==> config.mk <==
export PLATFORM = sky130hd
export DESIGN_NAME = fifo_ctrl_flat
export DESIGN_NICKNAME = d
export VERILOG_FILES = /design/src/rtl/fifo_ctrl_if.sv /design/src/rtl/fifo_ctrl.sv /design/src/flat_wrapper.sv
export SDC_FILE = /design/constraint.sdc
export NUM_CORES = 1
export LEC_CHECK = 0
export BUFFER_PORTS_ARGS = -buffer_cell sky130_fd_sc_hd__buf_2
export CORE_AREA = 5 5 42 44
export DETAILED_ROUTE_END_ITERATION = 10
export DIE_AREA = 0 0 47 49
export GPL_ROUTABILITY_DRIVEN = 0
export PLACE_DENSITY_LB_ADDON = 0.08
export SLEW_MARGIN = 20
export SYNTH_ARGS = -nofsm -noshare
export SYNTH_HDL_FRONTEND = slang
export SYNTH_SLANG_ARGS = --single-unit
==> constraint.sdc <==
create_clock -name clk -period 2.91 [get_ports clk]
set_clock_uncertainty 0.15 [all_clocks]
set_input_delay 0.582 -clock clk [delete_from_list [all_inputs] [get_ports clk]]
set_output_delay 0.582 -clock clk [all_outputs]
set_load 0.005 [all_outputs]
==> src/rtl/fifo_ctrl_if.sv <==
// Producer/consumer-side bundle between fifo_ctrl and its users.
// The master drives the requests; the slave (fifo_ctrl) drives the addresses and status.
interface fifo_ctrl_if #(
   parameter int unsigned W = 2
);
   logic         wr;
   logic         rd;
   logic         wr_en;
   logic [W-1:0] w_addr;
   logic [W-1:0] r_addr;
   logic         full;
   logic         empty;
   logic [W:0]   count;
   logic         almost_full;
   logic         almost_empty;
   logic         overflow;
   logic         underflow;

   modport master (
      output wr, rd,
      input  wr_en, w_addr, r_addr, full, empty, count,
             almost_full, almost_empty, overflow, underflow
   );

   modport slave (
      input  wr, rd,
      output wr_en, w_addr, r_addr, full, empty, count,
             almost_full, almost_empty, overflow, underflow
   );
endinterface

==> src/rtl/fifo_ctrl.sv <==
// Pointer/occupancy controller that turns a register file into a synchronous FIFO.
// Status flags are registered from the next occupancy; wr_en is the only combinational output.
module fifo_ctrl #(
   parameter int unsigned W      = 2,
   parameter int unsigned AF_LVL = (2 ** W) - 1,
   parameter int unsigned AE_LVL = 1
) (
   input  logic         clk,
   input  logic         reset,
   fifo_ctrl_if.slave   bus
);
   localparam int unsigned DEPTH = 2 ** W;
   localparam int unsigned CW    = W + 1;

   logic [W-1:0]  w_ptr;
   logic [W-1:0]  r_ptr;
   logic [CW-1:0] count_q;
   logic [CW-1:0] count_nxt;
   logic          full_q;
   logic          empty_q;
   logic          almost_full_q;
   logic          almost_empty_q;
   logic          overflow_q;
   logic          underflow_q;
   logic          push;
   logic          pop;

   // Acceptance: a push into a full FIFO is allowed only when a pop frees the slot
   always_comb begin
      push      = 1'b0;
      pop       = 1'b0;
      count_nxt = count_q;
      push      = bus.wr & (~full_q | bus.rd) & ~reset;
      pop       = bus.rd & ~empty_q & ~reset;
      count_nxt = count_q + CW'(push) - CW'(pop);
   end

   always_ff @(posedge clk) begin
      if (reset) begin
         w_ptr          <= '0;
         r_ptr          <= '0;
         count_q        <= '0;
         full_q         <= 1'b0;
         empty_q        <= 1'b1;
         almost_full_q  <= 1'b0;
         almost_empty_q <= 1'b1;
         overflow_q     <= 1'b0;
         underflow_q    <= 1'b0;
      end else begin
         if (push) w_ptr <= w_ptr + W'(1);
         if (pop)  r_ptr <= r_ptr + W'(1);
         count_q        <= count_nxt;
         full_q         <= (count_nxt == CW'(DEPTH));
         empty_q        <= (count_nxt == '0);
         almost_full_q  <= (count_nxt >= CW'(AF_LVL));
         almost_empty_q <= (count_nxt <= CW'(AE_LVL));
         // Error pulses flag the request, not the acceptance outcome
         overflow_q     <= bus.wr & full_q & ~bus.rd;
         underflow_q    <= bus.rd & empty_q;
      end
   end

   assign bus.wr_en        = push;
   assign bus.w_addr       = w_ptr;
   assign bus.r_addr       = r_ptr;
   assign bus.count        = count_q;
   assign bus.full         = full_q;
   assign bus.empty        = empty_q;
   assign bus.almost_full  = almost_full_q;
   assign bus.almost_empty = almost_empty_q;
   assign bus.overflow     = overflow_q;
   assign bus.underflow    = underflow_q;
endmodule

==> src/flat_wrapper.sv <==
// flat-port wrapper written by rule: the top's interface ports become plain ports
module fifo_ctrl_flat 
#(
   parameter int unsigned W      = 2,
   parameter int unsigned AF_LVL = (2 ** W) - 1,
   parameter int unsigned AE_LVL = 1
)
  (clk, reset, bus_wr, bus_rd, bus_wr_en, bus_w_addr, bus_r_addr, bus_full, bus_empty, bus_count, bus_almost_full, bus_almost_empty, bus_overflow, bus_underflow);
  fifo_ctrl_if #(.W(W)) bus_i ();
  input  logic clk;
  input  logic reset;
  input wire logic [$bits(bus_i.wr)-1:0] bus_wr;
  input wire logic [$bits(bus_i.rd)-1:0] bus_rd;
  output wire logic [$bits(bus_i.wr_en)-1:0] bus_wr_en;
  output wire logic [$bits(bus_i.w_addr)-1:0] bus_w_addr;
  output wire logic [$bits(bus_i.r_addr)-1:0] bus_r_addr;
  output wire logic [$bits(bus_i.full)-1:0] bus_full;
  output wire logic [$bits(bus_i.empty)-1:0] bus_empty;
  output wire logic [$bits(bus_i.count)-1:0] bus_count;
  output wire logic [$bits(bus_i.almost_full)-1:0] bus_almost_full;
  output wire logic [$bits(bus_i.almost_empty)-1:0] bus_almost_empty;
  output wire logic [$bits(bus_i.overflow)-1:0] bus_overflow;
  output wire logic [$bits(bus_i.underflow)-1:0] bus_underflow;
  assign bus_i.wr = bus_wr;
  assign bus_i.rd = bus_rd;
  assign bus_wr_en = bus_i.wr_en;
  assign bus_w_addr = bus_i.w_addr;
  assign bus_r_addr = bus_i.r_addr;
  assign bus_full = bus_i.full;
  assign bus_empty = bus_i.empty;
  assign bus_count = bus_i.count;
  assign bus_almost_full = bus_i.almost_full;
  assign bus_almost_empty = bus_i.almost_empty;
  assign bus_overflow = bus_i.overflow;
  assign bus_underflow = bus_i.underflow;
  fifo_ctrl #(.W(W), .AF_LVL(AF_LVL), .AE_LVL(AE_LVL)) u_core (.clk(clk), .reset(reset), .bus(bus_i));
endmodule
# == After elaboration in Yosys (flattened, before gate mapping) ==
# Index checks and enable logic that the tools add are counted.
# op_classes
addsub,4
n_lt_le_gt_ge,2
eq_ne,1
n_bitwise,12
reduce_logical,1
# op_table
op,count
$and A1 B1 Y1,7
$add A2 B1 Y2 const B,2
$not A1 Y1,4
$add A3 B1 Y3,1
$eq A3 B3 Y1 const B,1
$ge A3 B2 Y1 const B,1
$le A3 B1 Y1 const B,1
$logic_not A3 Y1,1
$sub A3 B1 Y3,1
$or A1 B1 Y1,1
# totals
ff_bits,13
inputBits,4
out_inout_bits,14
elab_cells,29

# == Longest topological paths before layout ==
# Gate-level depths: netlist of the first run.
# logic_depth
word_depth,7
depth_mapped,10
mapped_depth_nobuf,10

# == Least setup slack after synthesis of the first run ==
# No wires, ideal clock.
# synth_path
path_kind,in2reg
startpoint,in bus_wr
endpoint,reg u_core.empty_q (netlist: u_core.bus.empty)
setup_ps,58
t_arrival_ps,2521
required_time_ps,2702
slack_ps,180
path_stages,10
path_buffers,0
path_cell_list,inv_1 -> or3_1 -> ha_1 -> inv_1 -> ha_1 -> inv_1 -> fa_1 -> xor2_1 -> xnor2_1 -> a31o_2
# synth_between
elab_chain_len,5
# synth_lines
item,line_no,text
"start, declared",flat_wrapper.sv:12,input wire logic [$bits(bus_i.wr)-1:0] bus_wr;
$and A1 B1 Y1 (2 in series),fifo_ctrl.sv:33,push = bus.wr & (~full_q | bus.rd) & ~reset;
$add A3 B1 Y3,fifo_ctrl.sv:35,count_nxt = count_q + CW'(push) - CW'(pop);
$sub A3 B1 Y3,fifo_ctrl.sv:35,
$logic_not A3 Y1,fifo_ctrl.sv:54,empty_q <= (count_nxt == '0);
"end signal, assigned",fifo_ctrl.sv:54,
"end, declared",fifo_ctrl.sv:20,logic empty_q;
# No other way between the ends.
# A chain may end at the register's enable or synchronous reset.

# == Worst setup path in the final report of the first run ==
# Same ends and word-level chain as after synthesis.

==> impl_results.md, run 1 <==
* Syn Nets at 58
* Aggregate global routing overflow at 0
* Internal power at 0.429 mW
* Area of the core at 1400 um2
* Final #Nets at 86
* Reg power frac at 0.407
* Max-Cap Viols at 0
* Root Driver: clkbuf_4
* Top cell type by total area after synthesis: dfxtp_1
* Sw power at 0.189 mW
* DRC violations left at 0
* Vias in the first global route at 432
* CTS tree: built
* Wire per inst at 10.3 um
* CTS clk-pin slew, worst paths at 80 ps
* Max-slew violation count at 0
* Layout area overhead at 34.6%
* Layout cells sized above 1 at 0.397
* RSZ-0062 raised after global routing: no
* Hold Crit Start: u_core.bus.full
* Vias per cell at 4.56
* Clk pwr share at 0.177
* Resized cells post-CTS at 0
* Vias at 429
* Switching share of power at 0.306
* Synth Cell Area at 520 um2
* CTS Buf Count at 3
* Reg-to-reg endpoint: u_core.bus.empty
* Leak at 0.356 nW
* Seq/Total Area, Yosys at 0.500
* Min-Delay Path Depth at 2
* Max Fanout on Critical Path at 4
* Synthesis Warnings at 0
* I/O pins at 18
* Worst slew pin tran at 203 ps
* Fin cells at 94
* Critical Path Start Type: input pin
* Cell row count at 14
* Total track usage at 0.0976
* Outcome: finished, final reports clean
* Worst IR Drop VDD at 0.000422 V
* Clock sink count at 13
* R2r setup slk at 280 ps
* Post-Synthesis Cells at 51
* Initial antenna violation count at 0
* Required @ worst endpoint at 2930 ps
* Worst R2R Path Depth at 11
* H-tree levels at 1
* Vert. Die Dim at 49 um
* Routed Antenna Nets at 0
* Crit path DAT at 2700 ps
* Final core utilization at 0.500
* First-pass GRT wire length at 1.67 mm
* Max_slew headroom at 0.864
* Class of the worst hold path: register to register
* WS Path Type: input pin to register
* Crit. End Element: register
* Crit path time final at 2680 ps
* DP HPWL at 743 um
* Number of hold buffers added after CTS at 0
* Drt first pass iters at 2
* Maximum clock path buffer count at 2
* Final setup viols at 0
* Drt total wl at 967 um
* PD cells at 882 nW/um2
* Cell variety after synth at 21
* Placed insts at 90
* Ant diodes at 0
* IO Port Bufs at 17
* 1st-iter DRT viols at 1
* R2R Path Start: u_core.bus.full
* Post-CTS Setup Bufs at 0
* Post-synth top area share at 0.500
* Fin crit share at 0.920
* Final hold vios at 0
* Largest net degree at the start of global routing at 16
* Clk_lat worst skew at 270 ps
* Largest cells by area after synthesis: dfxtp_1 (50%), ha_1 (4.8%), nor2b_1 (4.8%)
* Flops & latches, synth at 13
* Comb pwr share at 0.416
* Effective utilization at floorplan at 0.371
* Syn_area_per_cell at 10.2 um2
* FMAX at 374 MHz
* Hold EP: u_core.bus.overflow
* Die X at 47 um
* Die ar. at 2300 um2
## through the flow
stage / instance area [um2] / power [mW] / TNS (ps) / setup slack [ps] / hold slack, ps
5_1_grt: 701 / 0.675 / 0 / 80.5 / 381
2_1_floorplan: 520 / 0.392 / 0 / 180 / 328
3_5_place_dp: 674 / 0.516 / -102 / -52.2 / 338
3_3_place_gp: 674 / 0.515 / -32.4 / -29.0 / 337
6_report: 701 / 0.618 / 0 / 233 / 346
4_1_cts: 701 / 0.632 / 0 / 230 / 350
## power by group through the flow
stage | combinational (mW) | sequential [mW] | clock (mW)
2_1_floorplan | 0.130 | 0.262 | 0
3_3_place_gp | 0.258 | 0.256 | 0
3_5_place_dp | 0.260 | 0.256 | 0
4_1_cts | 0.262 | 0.252 | 0.118
5_1_grt | 0.291 | 0.258 | 0.126
6_report | 0.257 | 0.252 | 0.109
## flip-flops by register name (all words and copies together) (netlist names)
signal	count
u_core.bus.empty	1
u_core.bus.almost_empty	1
u_core.bus.r_addr	2
u_core.bus.full	1
u_core.bus.underflow	1
u_core.bus.count	3
u_core.bus.w_addr	2
u_core.bus.overflow	1
u_core.bus.almost_full	1
## cell usage in the layout, fill, tap and decap left out, types with 2 or more instances in the layout
master and n:
xor2_1 2, clkbuf_4 3, nand2b_1 2, inv_1 5, a21oi_1 2, xnor2_1 2
buf_2 17, buf_4 7, or3_1 2, ha_1 2, nor2_1 6, dfxtp_1 13
nor2b_1 4
## routing by layer
layer	GRT usage	routed length (um)	vias to the layer above
met1	0.118	415	199
met5	0	0	-
met4	0.0415	0	0
li1	-	-	219
met2	0.149	475	11
met3	0.0369	76	0
## worst max-delay path, cell delays in order
cell     delay, ps
buf_2           90
inv_1           40
or3_1          390
ha_1           300
inv_1           60
ha_1           130
inv_1           50
fa_1           360
xor2_1         160
xnor2_1        150
buf_4          160
a31o_2         230
## cell families (layout without fill, tap and decap cells)
family	after synthesis	after routing	share of synthesized area
buffers and inverters	6	33	0.0433
adders and majority gates	3	3	0.0865
and+or+nand+nor	19	19	0.219
AOI/OAI and AO/OA	5	5	0.0625
xor gates and xnor gates	4	4	0.0673
muxes	1	1	0.0216
DFF	13	13	0.500
## Yosys cell counts
| library cell | instances |
|---|---|
| mux2_2 | 1 |
| a21o_2 | 1 |
| nor4b_2 | 1 |
| o21ai_0 | 1 |
| ha_1 | 2 |
| dfxtp_1 | 13 |
| fa_1 | 1 |
| nand2b_1 | 2 |
| nand3_1 | 1 |
| a31o_2 | 1 |
| nor3_1 | 1 |
| nor2b_1 | 4 |
| xor2_1 | 2 |
| nor2_1 | 6 |
| clkbuf_1 | 1 |
| xnor2_1 | 2 |
| a21oi_1 | 2 |
| inv_1 | 5 |
| nand3b_1 | 1 |
| or3_1 | 2 |
| and3b_1 | 1 |
## cell type report
class                      instances  area [um2]
timing repair buffer              24         138
inverter                           5        18.8
multi-input combinational         32         238
sequential                        13         260
fill                             155         701
clock buffer                       4        26.3
tap                               16        20.0
## worst max path at each step
| stage | from | endpoint | slack [ps] | cells past startpoint |
|---|---|---|---|---|
| after floorplan | bus_wr | u_core.bus.empty | 180 | 10 |
| after global placement | bus_wr | u_core.bus.empty | -30 | 12 |
| after detailed placement | bus_wr | u_core.bus.empty | -50 | 12 |
| after CTS | bus_wr | u_core.bus.empty | 230 | 12 |
| after global routing | bus_wr | u_core.bus.full | 80 | 12 |
| final | bus_wr | u_core.bus.empty | 230 | 12 |
Note: power is estimated with default switching activity, not from simulation.
==> run 2: changes to the inputs <==
- CAP_MARGIN: default -> 10
- PLACE_DENSITY: default -> 0.67
- PLACE_DENSITY_LB_ADDON: 0.08 -> default
- clock period: 2.91 -> 2.15 ns (I/O delays scaled with it)
==> run 2 against run 1 <==
The flow now finishes with violations (setup timing). Via count increased by 2.3%. First-iteration DRC count increased to 4.0 times the previous value. Clock-buffer cell count unchanged. Wire length increased by 13%.
==> impl_results.md, run 2 (synthesis gave the netlist of run 1 again) <==
* Outcome: finished with violations
* Failing checks: setup timing
* Most frequent cells in the layout: buf_2 (17), dfxtp_1 (12), buf_4 (10)
* Die ar. at 2300 um2
* Total track usage at 0.120
* Vias in the first global route at 436
* Layout area overhead at 50.2%
* Clock sink count at 13
* Internal power at 0.601 mW
* Met3 wire len at 78 um
* CTS clk-pin slew, worst paths at 80 ps
* Number of hold buffers added after CTS at 0
* Die X at 47 um
* Aggregate global routing overflow at 0
* Maximum clock path buffer count at 2
* First-pass GRT wire length at 1.90 mm
* Max-slew violation count at 0
* IO Port Bufs at 17
* M1 WL at 452 um
* Area of the core at 1400 um2
* CP Buf/Inv Count at 2
* Sw power at 0.283 mW
* Effective utilization at floorplan at 0.371
* Pre-CTS setup slack at -533 ps
* 1st-iter DRT viols at 4
* Max-Cap Viols at 0
* H-tree levels at 1
* Multi-input gate area at 295 um2
* Pwr Total at 0.884 mW
* Drt total wl at 1.09 mm
* Clk pwr share at 0.166
* Class of the worst hold path: register to register
* Vert. Die Dim at 49 um
* Ant diodes at 0
* Fin cells at 97
* WS Path Type: register to register
* Leak at 0.373 nW
* CTS Buf Count at 3
* PD cells at 1130 nW/um2
* Worst-path cell with the longest stage delay: fa_2
* Max incr delay on CP at 360 ps
* Most common cell after layout, fill and taps aside: buf_2
* Worst path top cell family by delay: adder cells
* Max reg flops at 3
* Clk_lat worst skew at 270 ps
* CTS tree: built
* DP HPWL at 759 um
* RSZ-0062 raised after global routing: yes
* Crit. End Element: register
* Fin crit share at 1.13
* Final hold vios at 0
* I/O pins at 18
* DRC violations left at 0
* Worst IR Drop VDD at 0.000679 V
* Largest net degree at the start of global routing at 16
* Layout cells sized above 1 at 0.556
* Drt first pass iters at 3
* Top routing layer used: met4
* Routed Antenna Nets at 0
* Reg power frac at 0.397
* Critical Path Start Type: register
* FMAX at 411 MHz
* Placed insts at 90
* Worst slew pin tran at 288 ps
* Filler instances at 132
* R2r setup slk at -280 ps
* Switching share of power at 0.320
* Cells along the critical path: nor2b_4 > or3_4 > ha_4 > inv_2 > ha_4 > inv_2 > fa_2 > xor2_2 > xnor2_2 > a31o_2
* Vias per cell at 4.53
* Vias at 439
* Initial antenna violation count at 0
* Hold WS at 362 ps
* Crit path time final at 2430 ps
* Max Fanout on Critical Path at 5
* Cell row count at 14
* Routed wl met2 at 548 um
* Wire per inst at 11.3 um
* Crit path DAT at 2500 ps
* Final setup viols at 5
* Root Driver: clkbuf_4
* Seq. cell area at 262 um2
* Required @ worst endpoint at 2220 ps
* Final #Nets at 89
* Max_slew headroom at 0.807
* Post-route setup slack at -284 ps
* Comb pwr share at 0.437
## run 2: cell count changes in the layout (fill, tap and decap cells not counted), sizes merged
cell	previous run	this run
buf	24	27
## run 2: path summary, 6_finish.rpt
check	end	startpoint	depth (start not counted)
worst max-delay path	u_core.bus.empty	u_core.bus.full	10
worst min-delay path	u_core.bus.r_addr[1]	u_core.bus.r_addr[1]	2
worst max register to register	u_core.bus.empty	u_core.bus.full	10
worst min register to register	u_core.bus.r_addr[1]	u_core.bus.r_addr[1]	2
## run 2: power groups by stage
stage / Clock [mW] / Combinational [mW] / Sequential (mW)
3_5_place_dp: 0 / 0.349 / 0.352
4_1_cts: 0.153 / 0.382 / 0.352
5_1_grt: 0.167 / 0.438 / 0.361
6_report: 0.147 / 0.387 / 0.351
3_3_place_gp: 0 / 0.343 / 0.349
2_1_floorplan: 0 / 0.203 / 0.360
## run 2: cell type report
| class | count | share of cell area |
|---|---|---|
| clock buffers | 4 | 0.0336 |
| multi-input cells | 32 | 0.378 |
| inverters | 5 | 0.0240 |
| flip-flops and latches | 13 | 0.334 |
| repair buffers | 27 | 0.205 |
| well taps | 16 | 0.0256 |
## run 2: worst min-delay path, stage by stage (launching register included)
cell and delay (ps):
dfxtp_1 340, xor2_1 70, nor2_1 70
## run 2: per-stage QoR
| step | setup TNS [ps] | utilization | area [um2] |
|---|---|---|---|
| finish | -1230 | 0.558 | 782 |
| global route | -1760 | 0.558 | 782 |
| CTS | -1510 | 0.546 | 764 |
| detailed placement | -2650 | 0.494 | 692 |
| global placement | -2520 | 0.494 | 692 |
| floorplan | -1590 | - | 538 |
## run 2: routing by layer
layer / up-vias / GRT usage
li1: 226 / -
met1: 199 / 0.150
met2: 12 / 0.176
met3: 2 / 0.0443
met4: 0 / 0.0553
met5: - / 0
## run 2: timing repair
action,CTS,global route
resized for setup,9,1
pin swaps,7,8
endpoints found under the setup margin,6,6
buffers inserted,1,2
endpoints found under the hold margin,0,0
cloned,0,0
==> run 3: changes to the inputs <==
- GPL_TIMING_DRIVEN: default -> 0
- MAX_ROUTING_LAYER: default -> met4
==> run 3 against run 2 <==
The flow still finishes with violations (setup timing). Sequential power is essentially flat. Flip-flop and latch count is the same. Non-clock buffer count shrank 6. Combinational power shrank 7.0%. Critical path type unchanged. Largest power group unchanged. Highest routed layer unchanged.
==> impl_results.md, run 3 (synthesis gave the netlist of run 1 again) <==
* Fin crit share at 1.13
* Reg power frac at 0.411
* Aggregate global routing overflow at 0
* Critical Path Start Type: register
* Worst IR Drop VDD at 0.000658 V
* Multi-input gate area at 298 um2
* Initial antenna violation count at 0
* Comb pwr share at 0.420
* Crit path time final at 2420 ps
* RSZ-0062 raised after global routing: yes
* Worst slew pin tran at 410 ps
* Largest net degree at the start of global routing at 11
* Wire per inst at 10.6 um
* Die ar. at 2300 um2
* DP HPWL at 729 um
* Clock sink count at 13
* Routed Antenna Nets at 0
* Required @ worst endpoint at 2220 ps
* CTS clk-pin slew, worst paths at 70 ps
* Final hold vios at 0
* Filler instances at 142
* CTS Buf Count at 3
* 1st-iter DRT viols at 11
* Clk_lat worst skew at 270 ps
* Internal power at 0.584 mW
* Post-route setup slack at -274 ps
* Total track usage at 0.105
* Max Fanout on Critical Path at 5
* FMAX at 412 MHz
* Drt total wl at 964 um
* Die X at 47 um
* Vias in the first global route at 434
* Cell row count at 14
* I/O pins at 18
* IO Port Bufs at 17
* CTS tree: built
* Leak at 0.342 nW
* Layout cells sized above 1 at 0.520
* Vias per cell at 4.60
* Most common cell after layout, fill and taps aside: buf_2
* First-pass GRT wire length at 1.71 mm
* Most frequent cells in the layout: buf_2 (17), dfxtp_1 (12), nor2_1 (6)
* Sw power at 0.274 mW
* Final setup viols at 5
* Fin cells at 91
* Pwr Total at 0.858 mW
* Seq. cell area at 262 um2
* Outcome: finished with violations
* Vias at 419
* Class of the worst hold path: input pin to register
* Max_slew headroom at 0.727
* WS Path Type: register to register
* Root Driver: clkbuf_4
* Drt first pass iters at 4
* DRC violations left at 0
* Crit path DAT at 2490 ps
* Max reg flops at 3
* Final #Nets at 83
* Maximum clock path buffer count at 2
* H-tree levels at 1
* Failing checks: setup timing
* Max-slew violation count at 0
* Max-Cap Viols at 0
* Clk pwr share at 0.169
* Layout area overhead at 41.8%
* PD cells at 1160 nW/um2
* Placed insts at 84
* Ant diodes at 0
* Effective utilization at floorplan at 0.371
* Switching share of power at 0.319
* Vert. Die Dim at 49 um
* Crit. End Element: register
* Area of the core at 1400 um2
* Number of hold buffers added after CTS at 0
-- run 3: stage by stage --
stage          worst slack [ps]  setup TNS (ps)  utilization  cell area [um2]  hold WS [ps]
3_5_place_dp               -596           -3110        0.459              643           338
2_1_floorplan              -357           -1590            -              538           328
5_1_grt                    -358           -1680        0.527              738           263
3_3_place_gp               -578           -3010        0.459              643           336
6_report                   -274           -1210        0.527              738           269
4_1_cts                    -324           -1460        0.516              723           256
-- run 3: final timing paths --
check	from	slack, ps	end	cells after the start
worst max register to register	u_core.bus.full	-270	u_core.bus.empty	10
worst min-delay path	reset	270	u_core.bus.full	2
worst max-delay path	u_core.bus.full	-270	u_core.bus.empty	10
worst min register to register	u_core.bus.w_addr[0]	360	u_core.bus.w_addr[0]	2
-- run 3: power groups by stage --
stage	clock network (mW)	registers [mW]	logic, mW
finish	0.145	0.353	0.360
global route	0.165	0.364	0.401
CTS	0.150	0.353	0.354
detailed placement	0	0.355	0.310
global placement	0	0.353	0.307
floorplan	0	0.360	0.203
-- run 3: routing by layer --
metal / part of all wire / track usage / up-vias
li1: - / - / 215
met1: 0.43 / 0.107 / 190
met2: 0.48 / 0.165 / 12
met3: 0.083 / 0.0664 / 2
met4: 0.0093 / 0.0276 / 0
met5: 0 / - / -
-- run 3: what timing repair did --
action / 4_1_cts / 5_1_grt
pin swaps: 8 / 6
endpoints found under the setup margin: 6 / 6
resized for setup: 9 / 3
buffers inserted: 2 / 1
cloned: 0 / 0
-- run 3: final cells by class --
| cell class | count | area share |
|---|---|---|
| well taps | 16 | 0.0271 |
| flip-flops and latches | 13 | 0.354 |
| clock buffers | 4 | 0.0356 |
| plain buffers | 1 | 0.00508 |
| repair buffers | 20 | 0.146 |
| inverters | 5 | 0.0288 |
| multi-input cells | 32 | 0.403 |
-- run 3: worst max-delay path, stage by stage, from the launching register on --
cell and delay (ps):
dfxtp_2 320, nor2b_4 120, or3_4 340, ha_4 230, inv_4 50, ha_4 110
inv_2 30, fa_2 360, xor2_2 160, xnor2_2 290, a31o_2 200
